<file path="config.mk">
export PLATFORM = sky130hd
export DESIGN_NAME = led_status_driver
export DESIGN_NICKNAME = d
export VERILOG_FILES = /design/src/rtl/led_status_driver_pkg.sv /design/src/rtl/led_status_driver_pwm_blink_timebase.sv /design/src/rtl/led_status_driver.sv
export SDC_FILE = /design/constraint.sdc
export NUM_CORES = 1
export LEC_CHECK = 0
export CORE_UTILIZATION = 50
export CTS_BUF_LIST = sky130_fd_sc_hd__clkbuf_4 sky130_fd_sc_hd__clkbuf_8
export CTS_CLUSTER_DIAMETER = 40
export DETAILED_ROUTE_END_ITERATION = 7
export GPL_ROUTABILITY_DRIVEN = 0
export PLACE_DENSITY = 0.68
export SYNTH_ARGS = -nofsm -noshare
export SYNTH_HDL_FRONTEND = slang
export SYNTH_SLANG_ARGS = --single-unit
</file>
<file path="constraint.sdc">
create_clock -name CLK -period 2.4 [get_ports CLK]
set_input_delay 0.48 -clock CLK [delete_from_list [all_inputs] [get_ports CLK]]
set_output_delay 0.48 -clock CLK [all_outputs]
set_load 0.05 [all_outputs]
</file>
<file path="src/rtl/led_status_driver_pkg.sv">
// Shared definitions for the RGB status LED driver: FSM encodings and the
// colour decode helper used to build the active-low LED vector.
package led_status_driver_pkg;

  typedef enum logic [1:0] {
    ST_IDLE   = 2'd0,
    ST_ARMING = 2'd1,
    ST_PASS   = 2'd2,
    ST_FAIL   = 2'd3
  } state_t;

  // Colour index doubles as the bit position in the {blu, grn, red} vector.
  typedef enum logic [1:0] {
    COL_RED  = 2'd0,
    COL_GRN  = 2'd1,
    COL_BLU  = 2'd2,
    COL_NONE = 2'd3
  } colour_t;

  function automatic logic [2:0] colour_n(input colour_t col, input logic on);
    logic [2:0] v;
    case (col)
      COL_RED: v = {2'b11, ~on};
      COL_GRN: v = {1'b1, ~on, 1'b1};
      COL_BLU: v = {~on, 2'b11};
      default: v = 3'b111;
    endcase
    return v;
  endfunction

endpackage

</file>
<file path="src/rtl/led_status_driver_pwm_blink_timebase.sv">
// Free-running PWM counter plus a prescaler that toggles the blink phase
// BLINK_HZ full periods per second.
module led_status_driver_pwm_blink_timebase #(
  parameter int unsigned CLK_HZ   = 12000000,
  parameter int unsigned BLINK_HZ = 2,
  parameter int unsigned PWM_BITS = 8
) (
  input  logic                CLK,
  input  logic                RST_N,
  output logic [PWM_BITS-1:0] pwm_cnt,
  output logic                blink_phase
);

  localparam int unsigned PRESCALE = CLK_HZ / (2 * BLINK_HZ);
  localparam int unsigned PRE_W    = (PRESCALE > 1) ? $clog2(PRESCALE) : 1;
  localparam logic [PRE_W-1:0] PRE_MAX = PRE_W'(PRESCALE - 1);

  logic [PRE_W-1:0]    presc_r;
  logic [PWM_BITS-1:0] pwm_r;
  logic                phase_r;

  // Prescaler, blink phase and PWM counter.
  always_ff @(posedge CLK) begin
    if (!RST_N) begin
      presc_r <= '0;
      pwm_r   <= '0;
      phase_r <= 1'b1;
    end else begin
      pwm_r <= pwm_r + PWM_BITS'(1'b1);
      if (presc_r == PRE_MAX) begin
        presc_r <= '0;
        phase_r <= ~phase_r;
      end else begin
        presc_r <= presc_r + PRE_W'(1'b1);
      end
    end
  end

  assign pwm_cnt     = pwm_r;
  assign blink_phase = phase_r;

endmodule

</file>
<file path="src/rtl/led_status_driver.sv">
// RGB status LED driver: dim blue idle, solid blue arming, solid green after
// PASS_COUNT consecutive passes, blinking red on sticky failure.
module led_status_driver
  import led_status_driver_pkg::*;
#(
  parameter int unsigned CLK_HZ      = 12000000,
  parameter int unsigned BLINK_HZ    = 2,
  parameter int unsigned PASS_COUNT  = 4,
  parameter int unsigned TIMEOUT_CYC = 12000000,
  parameter int unsigned PWM_BITS    = 8,
  parameter int unsigned IDLE_DUTY   = 32
) (
  input  logic       CLK,
  input  logic       RST_N,
  input  logic       check_valid,
  input  logic       check_pass,
  input  logic       clear,
  output logic       LED_RED_N,
  output logic       LED_GRN_N,
  output logic       LED_BLU_N,
  output logic [1:0] state,
  output logic [7:0] fail_count
);

  localparam int unsigned PC_W = $clog2(PASS_COUNT + 1);
  localparam int unsigned TO_W = (TIMEOUT_CYC > 1) ? $clog2(TIMEOUT_CYC) : 1;
  localparam logic [PC_W-1:0]     PC_TARGET = PC_W'(PASS_COUNT);
  localparam logic [TO_W-1:0]     TO_MAX    = TO_W'(TIMEOUT_CYC - 1);
  localparam logic [PWM_BITS-1:0] DUTY      = PWM_BITS'(IDLE_DUTY);

  state_t              state_r, state_nxt_s;
  logic [PC_W-1:0]     pass_cnt_r, pass_cnt_nxt_s, pass_inc_s;
  logic [7:0]          fail_cnt_r, fail_cnt_nxt_s;
  logic [TO_W-1:0]     to_cnt_r, to_cnt_nxt_s;
  logic [2:0]          led_n_r, led_n_nxt_s;
  logic [PWM_BITS-1:0] pwm_cnt_s;
  logic                blink_phase_s;
  logic                chk_s, timeout_s;

  led_status_driver_pwm_blink_timebase #(
    .CLK_HZ   (CLK_HZ),
    .BLINK_HZ (BLINK_HZ),
    .PWM_BITS (PWM_BITS)
  ) u_timebase (
    .CLK         (CLK),
    .RST_N       (RST_N),
    .pwm_cnt     (pwm_cnt_s),
    .blink_phase (blink_phase_s)
  );

  // Next-state, counters and LED decode.
  always_comb begin
    state_nxt_s    = state_r;
    pass_cnt_nxt_s = pass_cnt_r;
    fail_cnt_nxt_s = fail_cnt_r;
    to_cnt_nxt_s   = to_cnt_r;
    led_n_nxt_s    = 3'b111;
    // clear drops any check arriving in the same cycle
    chk_s      = check_valid & ~clear;
    timeout_s  = (to_cnt_r == TO_MAX) & ~check_valid;
    pass_inc_s = pass_cnt_r + PC_W'(1'b1);

    if (clear) begin
      fail_cnt_nxt_s = 8'd0;
    end else if (chk_s && !check_pass && fail_cnt_r != 8'hFF) begin
      fail_cnt_nxt_s = fail_cnt_r + 8'd1;
    end else begin
      fail_cnt_nxt_s = fail_cnt_r;
    end

    case (state_r)
      ST_IDLE: begin
        if (chk_s && check_pass) begin
          pass_cnt_nxt_s = PC_W'(1'b1);
          state_nxt_s    = (PASS_COUNT == 32'd1) ? ST_PASS : ST_ARMING;
        end else if (chk_s) begin
          state_nxt_s = ST_FAIL;
        end else begin
          state_nxt_s = ST_IDLE;
        end
      end
      ST_ARMING: begin
        if (chk_s && check_pass) begin
          pass_cnt_nxt_s = pass_inc_s;
          state_nxt_s    = (pass_inc_s == PC_TARGET) ? ST_PASS : ST_ARMING;
        end else if (chk_s) begin
          state_nxt_s = ST_FAIL;
        end else if (timeout_s) begin
          state_nxt_s = ST_IDLE;
        end else begin
          state_nxt_s = ST_ARMING;
        end
      end
      ST_PASS: begin
        if (chk_s && !check_pass) begin
          state_nxt_s = ST_FAIL;
        end else if (!chk_s && timeout_s) begin
          state_nxt_s = ST_IDLE;
        end else begin
          state_nxt_s = ST_PASS;
        end
      end
      ST_FAIL: begin
        if (clear) begin
          state_nxt_s = ST_IDLE;
        end else begin
          state_nxt_s = ST_FAIL;
        end
      end
      default: state_nxt_s = ST_IDLE;
    endcase

    if (state_nxt_s == ST_IDLE || state_nxt_s == ST_FAIL) begin
      pass_cnt_nxt_s = '0;
    end else begin
      pass_cnt_nxt_s = pass_cnt_nxt_s;
    end

    if (check_valid || state_nxt_s != state_r) begin
      to_cnt_nxt_s = '0;
    end else if (to_cnt_r != TO_MAX) begin
      to_cnt_nxt_s = to_cnt_r + TO_W'(1'b1);
    end else begin
      to_cnt_nxt_s = to_cnt_r;
    end

    case (state_r)
      ST_IDLE:   led_n_nxt_s = colour_n(COL_BLU, pwm_cnt_s < DUTY);
      ST_ARMING: led_n_nxt_s = colour_n(COL_BLU, 1'b1);
      ST_PASS:   led_n_nxt_s = colour_n(COL_GRN, 1'b1);
      ST_FAIL:   led_n_nxt_s = colour_n(COL_RED, blink_phase_s);
      default:   led_n_nxt_s = 3'b111;
    endcase
  end

  // State, counter and LED output registers.
  always_ff @(posedge CLK) begin
    if (!RST_N) begin
      state_r    <= ST_IDLE;
      pass_cnt_r <= '0;
      fail_cnt_r <= 8'd0;
      to_cnt_r   <= '0;
      led_n_r    <= 3'b111;
    end else begin
      state_r    <= state_nxt_s;
      pass_cnt_r <= pass_cnt_nxt_s;
      fail_cnt_r <= fail_cnt_nxt_s;
      to_cnt_r   <= to_cnt_nxt_s;
      led_n_r    <= led_n_nxt_s;
    end
  end

  assign LED_RED_N  = led_n_r[COL_RED];
  assign LED_GRN_N  = led_n_r[COL_GRN];
  assign LED_BLU_N  = led_n_r[COL_BLU];
  assign state      = state_r;
  assign fail_count = fail_cnt_r;

endmodule

</file>
==> impl_summary.log, run 1 <==
INFO  metric status = finished clean
INFO  metric report.final.setup_viol = 0
INFO  metric antenna_violating_nets_post_route = 0
INFO  metric postCtsSetupBuffers = 0
INFO  metric cts_hold_buffers = 0
INFO  metric finalSetupTns = 0 ns
INFO  metric synth_commonest_cells = dfxtp_1 (71), nor2_1 (59), nand3_1 (31)
INFO  metric post_cts_repair_resize_count = 0
INFO  metric antenna-diode-count = 0
INFO  metric global_route.overflow_total = 0
INFO  metric crit_fanout = 9
INFO  metric clock_latency = 0.33 ns
INFO  metric cell_with_the_most_instances_after_synthesis = dfxtp_1
INFO  metric tritoncts_num_sinks = 71
INFO  metric yosysTopAreaCell = dfxtp_1
INFO  metric required = 1.92 ns
INFO  metric pre_cts_ws = 0.1327 ns
INFO  metric setup.worst_path.end_class = primary output
INFO  metric detail_route.first_pass.iterations = 4
INFO  metric vdd.ir_drop.worst = between 300 and 400 µV
INFO  metric p_leak = 0.001316 µW
INFO  metric crit_path_max_incr_delay = 0.87 ns
INFO  metric synth_enable_flop_cells = 0
INFO  metric initial_utilization = 0.5211
INFO  metric timing.fmax = 452.7 MHz
INFO  metric route.detailed.vias_per_inst = 5.461
INFO  metric postSynthAreaPerCell = 8.671 µm²
INFO  metric first_iter_violations = 96
INFO  metric synth_async_sr_flop_share = 0
INFO  metric synth_area_leaders = dfxtp_1 (42%), xnor2_1 (7.9%), nor2_1 (6.6%), xor2_1 (4.7%), nand3_1 (4.6%)
INFO  metric final_net_count = 422
INFO  metric yosysWarningCount = 0
INFO  metric rows = 29
INFO  metric clk_path_buf_depth = 2
INFO  metric share_of_final_layout_standard_cells_stronger_than_drive_strength_1 = 0.08959
INFO  metric type_of_element_launching_the_critical_path = flip-flop
INFO  metric cts.reportedPaths.clkPinSlew = 0.07 ns
INFO  metric timing.critical_path.max_delay_family = buffers and inverters
INFO  metric maxSlewViolCount = 0
INFO  metric htree_num_levels = 3
INFO  metric critical_path_cell_by_cell = clkdlybuf4s50_1
INFO  metric clock_skew = 0.005012 ns
INFO  metric synth_flop_cell = dfxtp_1
INFO  metric netlist-cell-type-count = between 40 and 50
INFO  metric detailed_route_wire_length = ~6300 µm
INFO  metric cts_tree = done
INFO  metric ys_seq_elements = 71
INFO  metric timing.hold.worst.class = reg2reg
INFO  metric final.period_utilization = 0.9205
INFO  metric area.growth.synth_to_final = 13.05%
INFO  metric hpwl = 4474 µm
INFO  metric detail_route.drc_violations = 0
INFO  metric numPortBuffers = 17
INFO  metric slack_of_the_critical_path = 0.1908 ns
INFO  metric die_height = 83.82 µm
INFO  metric synth_largest_type_area_fraction = 0.4247
INFO  metric worstPathBufferInverterCount = 1
INFO  metric timing_hold_violations_final = 0
INFO  metric total_core_area = 0.006422 mm²
INFO  metric io_pins = 18
INFO  metric worstMarginPinSlew = 0.5917 ns
INFO  metric slew-limit-headroom = 0.6006
INFO  metric synth_seq_area_share = 0.4247
INFO  metric setup_repair_after_global_routing_missed_its_margin = no
INFO  metric worst-endpoint-arrival = 1.73 ns
INFO  metric power.density_cell_area = 558.4 mW/mm²
INFO  metric detailroute.via_count = 2,676
INFO  metric synthCells = 386
INFO  metric cts_made_buffers = 9
INFO  metric clk_root_buffer_cell = clkbuf_8
INFO  metric netlist_area = 0.003347 mm²
INFO  metric max-cap-violations = 0
INFO  metric grt_start_max_net_pins = 21
INFO  metric die_area = approximately 0.007 mm²
INFO  metric die_w = between 80 and 90 µm
INFO  metric wl_per_cell = around 13 µm
INFO  metric timing.setup.critical_path_class = reg2out
INFO  metric post-route-util = 0.5891
INFO  metric synth_fp_nets = 397
INFO  metric post-route-min-period = 2.209 ns
INFO  metric critical_path_cell_with_the_highest_stage_delay = clkdlybuf4s50_1
INFO  metric global_route.usage.total = 0.1962
INFO  metric vias_in_the_first_global_route = approximately 2,500
INFO  metric grt_pass1_wl = 11,180 µm
INFO  metric grt_antenna_before_repair = 0
-- kinds of logic (layout without fill, tap and decap cells) --
logic type,Yosys count,after routing,synth area share
buffers and inverters,21,48,0.03028
adders and majority gates,6,6,0.02243
DFF,71,71,0.4247
and+or+nand+nor,208,208,0.3350
xor gates and xnor gates,48,48,0.1256
AOI/OAI and AO/OA,32,32,0.06206
-- path summary, 6_finish.rpt --
check                          from       endpoint  slack (ns)  cells past startpoint
max                        state[1]       state[1]        0.19                      1
min          u_timebase.blink_phase     led_n_r[0]        0.42                      1
max reg2reg            to_cnt_r[15]  pass_cnt_r[0]        0.27                      5
min reg2reg  u_timebase.blink_phase     led_n_r[0]        0.42                      1
-- power breakdown --
part / switching (µW) / internal, µW / total, µW
Combinational: 72.5 / 46.5 / 119
Sequential: 15.7 / 1190 / 1210
Clock: 391 / 394 / 785
Total: 479 / 1630 / 2110
-- state kept, by name (all words and copies together) (netlist names) --
register                count
u_timebase.pwm_cnt          8
led_n_r                     3
pass_cnt_r                  3
to_cnt_r                   24
u_timebase.blink_phase      1
u_timebase.presc_r         22
fail_count                  8
state                       2
-- per-stage QoR --
stage,power [µW],cells,cell area [µm²],hold WS [ns]
5_1_grt,2209,490,3784,0.4501
3_5_place_dp,1355,477,3628,0.4009
6_report,2113,490,3784,0.4172
3_3_place_gp,1353,477,3628,0.3912
2_1_floorplan,1310,386,3347,0.3793
4_1_cts,2143,490,3784,0.4176
-- cell usage in the layout (no fill, tap or decap), types with 3 or more instances in the layout --
cell type        Yosys  routed
nor2_2               3       3
nor4_1               3       3
nor2b_1              4       4
dfxtp_1             71      71
nor4_2               3       3
and2_1               9       9
a31oi_1              3       3
xor2_1              18      18
o21ai_0              5       5
nor2_1              59      59
a21oi_1             12      12
and4_1               6       6
clkdlybuf4s50_1      0      17
nand4_1             16      16
and3_1              11      11
nand2_1             22      22
nand2b_1             6       6
ha_1                 6       6
inv_1                5       5
nor3_1              20      20
xnor2_1             30      30
clkbuf_8             0      10
nand3_1             31      31
buf_4                1      13
-- area by class of cell --
class	count	area, µm²
Sequential cell	71	1421
Clock buffer	11	145.1
Timing Repair Buffer	30	267.8
Inverter	5	18.77
Tap cell	77	96.34
Multi-Input combinational cell	294	1824
Clock inverter	2	10.01
Fill cell	560	2639
-- layer usage --
layer,track usage,up-vias,share of wire
li1,-,1398,-
met1,0.2616,1230,0.51
met2,0.3033,36,0.43
met3,0.03462,12,0.031
met4,0.1019,0,0.022
met5,0,-,0
No activity file was read; power rests on OpenSTA's default activity.
==> run 2: changes to the inputs <==
--- a/config.mk
+++ b/config.mk
@@ -11,6 +11,7 @@
 export DETAILED_ROUTE_END_ITERATION = 7
 export GPL_ROUTABILITY_DRIVEN = 0
 export PLACE_DENSITY = 0.68
+export REMOVE_ABC_BUFFERS = 1
 export SYNTH_ARGS = -nofsm -noshare
 export SYNTH_HDL_FRONTEND = slang
 export SYNTH_SLANG_ARGS = --single-unit
==> run 2 against run 1 <==
Compared with the run above: the run now ends with DRC left; setup slack improved by 0.032 ns; maximum frequency increased by 1.5%; final cell count increased by 0.20%; register-to-register slack improved by 0.05 ns; total power increased by 8.6%; via count increased by 0.22%; sequential power about the same; hold slack got worse by 0.0033 ns; critical endpoint unchanged; largest power group unchanged; highest routed layer unchanged.
==> impl_summary.log, run 2 (same netlist as run 1, synthesis figures left out) <==
INFO  metric total_core_area = 0.006422 mm²
INFO  metric top_register = to_cnt_r
INFO  metric detailroute.via_count = 2,682
INFO  metric maxSlewViolCount = 0
INFO  metric post_cts_repair_resize_count = 0
INFO  metric clock_latency = 0.33 ns
INFO  metric p_sw = a little over 500 µW
INFO  metric crit_fanout = 9
INFO  metric clk_root_buffer_cell = clkbuf_8
INFO  metric die_area = between 0.007 and 0.008 mm²
INFO  metric io_pins = 18
INFO  metric antenna_violating_nets_post_route = 0
INFO  metric netSwitchingFraction = 0.2236
INFO  metric first_iter_violations = 182
INFO  metric finalSetupTns = 0 ns
INFO  metric grt_start_max_net_pins = 22
INFO  metric power.density_cell_area = 598.3 mW/mm²
INFO  metric postLayoutCellArea = roughly 0.0038 mm²
INFO  metric global_route.overflow_total = 0
INFO  metric detail_route.first_pass.iterations = 6
INFO  metric post-route-min-period = 2.177 ns
INFO  metric tritoncts_num_sinks = 71
INFO  metric clk_path_buf_depth = 2
INFO  metric final.period_utilization = 0.9071
INFO  metric p_leak = 0.001334 µW
INFO  metric slew-limit-headroom = 0.5796
INFO  metric crit_path_max_incr_delay = slightly below 0.9 ns
INFO  metric hpwl = 4358 µm
INFO  metric post-route-util = 0.5971
INFO  metric violations = DRC
INFO  metric grt_antenna_before_repair = 0
INFO  metric required = 1.92 ns
INFO  metric antenna-diode-count = 0
INFO  metric vias_in_the_first_global_route = between 2,000 and 2,500
INFO  metric worstMarginPinSlew = 0.6227 ns
INFO  metric htree_num_levels = 3
INFO  metric critical_path_cell_by_cell = clkdlybuf4s50_1
INFO  metric power.sequential.fraction = 0.526
INFO  metric area.growth.synth_to_final = 14.58%
INFO  metric clock_skew = 0.006538 ns
INFO  metric timing.hold.worst.class = reg2reg
INFO  metric power_frac_comb = 0.053
INFO  metric cts.reportedPaths.clkPinSlew = 0.07 ns
INFO  metric die_w = 83.82 µm
INFO  metric detail_route.drc_violations = 2
INFO  metric vdd.ir_drop.worst = ~340 µV
INFO  metric status = complete, but fails checks
INFO  metric route.detailed.vias_per_inst = 5.462
INFO  metric worstPathBufferInverterCount = 1
INFO  metric setup.worst_path.end_class = primary output
INFO  metric wl_per_cell = 12.68 µm
INFO  metric biggestRegsByFlops = to_cnt_r x24, u_timebase.presc_r x22
INFO  metric instances_no_fill = 491
INFO  metric timing.fmax = 459.3 MHz
INFO  metric critical_path_cell_with_the_highest_stage_delay = clkdlybuf4s50_1
INFO  metric type_of_element_launching_the_critical_path = flip-flop
INFO  metric detailed_route_wire_length = 6224 µm
INFO  metric initial_utilization = 0.5211
INFO  metric share_of_final_layout_standard_cells_stronger_than_drive_strength_1 = 0.09179
INFO  metric postCtsSetupBuffers = 0
INFO  metric cts_made_buffers = 9
INFO  metric grt_pass1_wl = between 10,000 and 15,000 µm
INFO  metric numPortBuffers = 17
INFO  metric report.final.setup_viol = 0
INFO  metric pre_cts_ws = 0.08474 ns
INFO  metric timing.setup.critical_path_class = reg2out
INFO  metric final_net_count = between 400 and 500
INFO  metric dpl.cell_count = 476
INFO  metric rows = 29
INFO  metric worst-endpoint-arrival = approximately 1.7 ns
INFO  metric slack_of_the_critical_path = 0.2230 ns
INFO  metric place_area = 0.003633 mm²
INFO  metric largest_reg_flops = 24
INFO  metric commonest_non_fill_non_tap_cell_in_the_layout = dfxtp_1
INFO  metric cts_tree = done
INFO  metric power.share.clock = 0.421
INFO  metric die_height = 83.82 µm
INFO  metric timing_hold_violations_final = 0
INFO  metric cellInternalPower = 1781 µW
INFO  metric max-cap-violations = 0
INFO  metric global_route.usage.total = 0.1970
INFO  metric commonest_cells_after_routing_fill_and_taps_aside = dfxtp_1 (71), nor2_1 (59), nand3_1 (31)
INFO  metric cts_hold_buffers = 0
INFO  metric timing.critical_path.max_delay_family = buffers and inverters
INFO  metric setup_repair_after_global_routing_missed_its_margin = no
run 2: cell count changes in the layout (fill, tap and decap cells not counted), sizes merged:
cell / before / now
buf: 13 / 12
clkinv: 2 / 1
clkinvlp: 0 / 1
clkbuf: 11 / 12
bufinv: 0 / 1
run 2: per-layer routing:
layer  vias to the layer above  track usage  part of all wire
li1                       1397            -                 -
met1                      1243       0.2824              0.53
met2                        33       0.2817              0.43
met3                         9      0.03759             0.027
met4                         0      0.09718             0.018
met5                         -            0                 0
run 2: worst register-to-register path: stages, from the launching register on:
cell,delay (ns)
dfxtp_1,0.40
ha_1,0.19
and4_1,0.25
nand2b_1,0.11
or3_1,0.42
a311oi_1,0.46
nor3_1,0.11
run 2: final timing paths:
check,end,slack (ns),from,cells past startpoint
min,led_n_r[0],0.41,u_timebase.blink_phase,1
min reg2reg,led_n_r[0],0.41,u_timebase.blink_phase,1
max reg2reg,pass_cnt_r[0],0.32,to_cnt_r[0],6
max,state[1],0.22,state[1],1
run 2: layout make-up:
| type | instances | area (µm²) |
|---|---|---|
| Clock buffer | 12 | 158.9 |
| Clock inverter | 3 | 42.54 |
| Fill cell | 548 | 2587 |
| Inverter | 5 | 18.77 |
| Multi-Input combinational cell | 294 | 1824 |
| Sequential cell | 71 | 1421 |
| Tap cell | 77 | 96.34 |
| Timing Repair Buffer | 29 | 272.8 |
run 2: power by group through the flow:
stage	Sequential, µW	Combinational [µW]	Clock, µW
5_1_grt	1210	132	1040
4_1_cts	1210	121	988
3_3_place_gp	1230	120	0
2_1_floorplan	1250	50.6	0
3_5_place_dp	1230	121	0
6_report	1210	120	967
run 2: stage by stage:
step	hold WS, ns	power (µW)
after floorplan	0.3793	1300
final	0.4139	2295
after CTS	0.4207	2316
after global placement	0.4002	1354
after global routing	0.4405	2385
after detailed placement	0.4072	1355
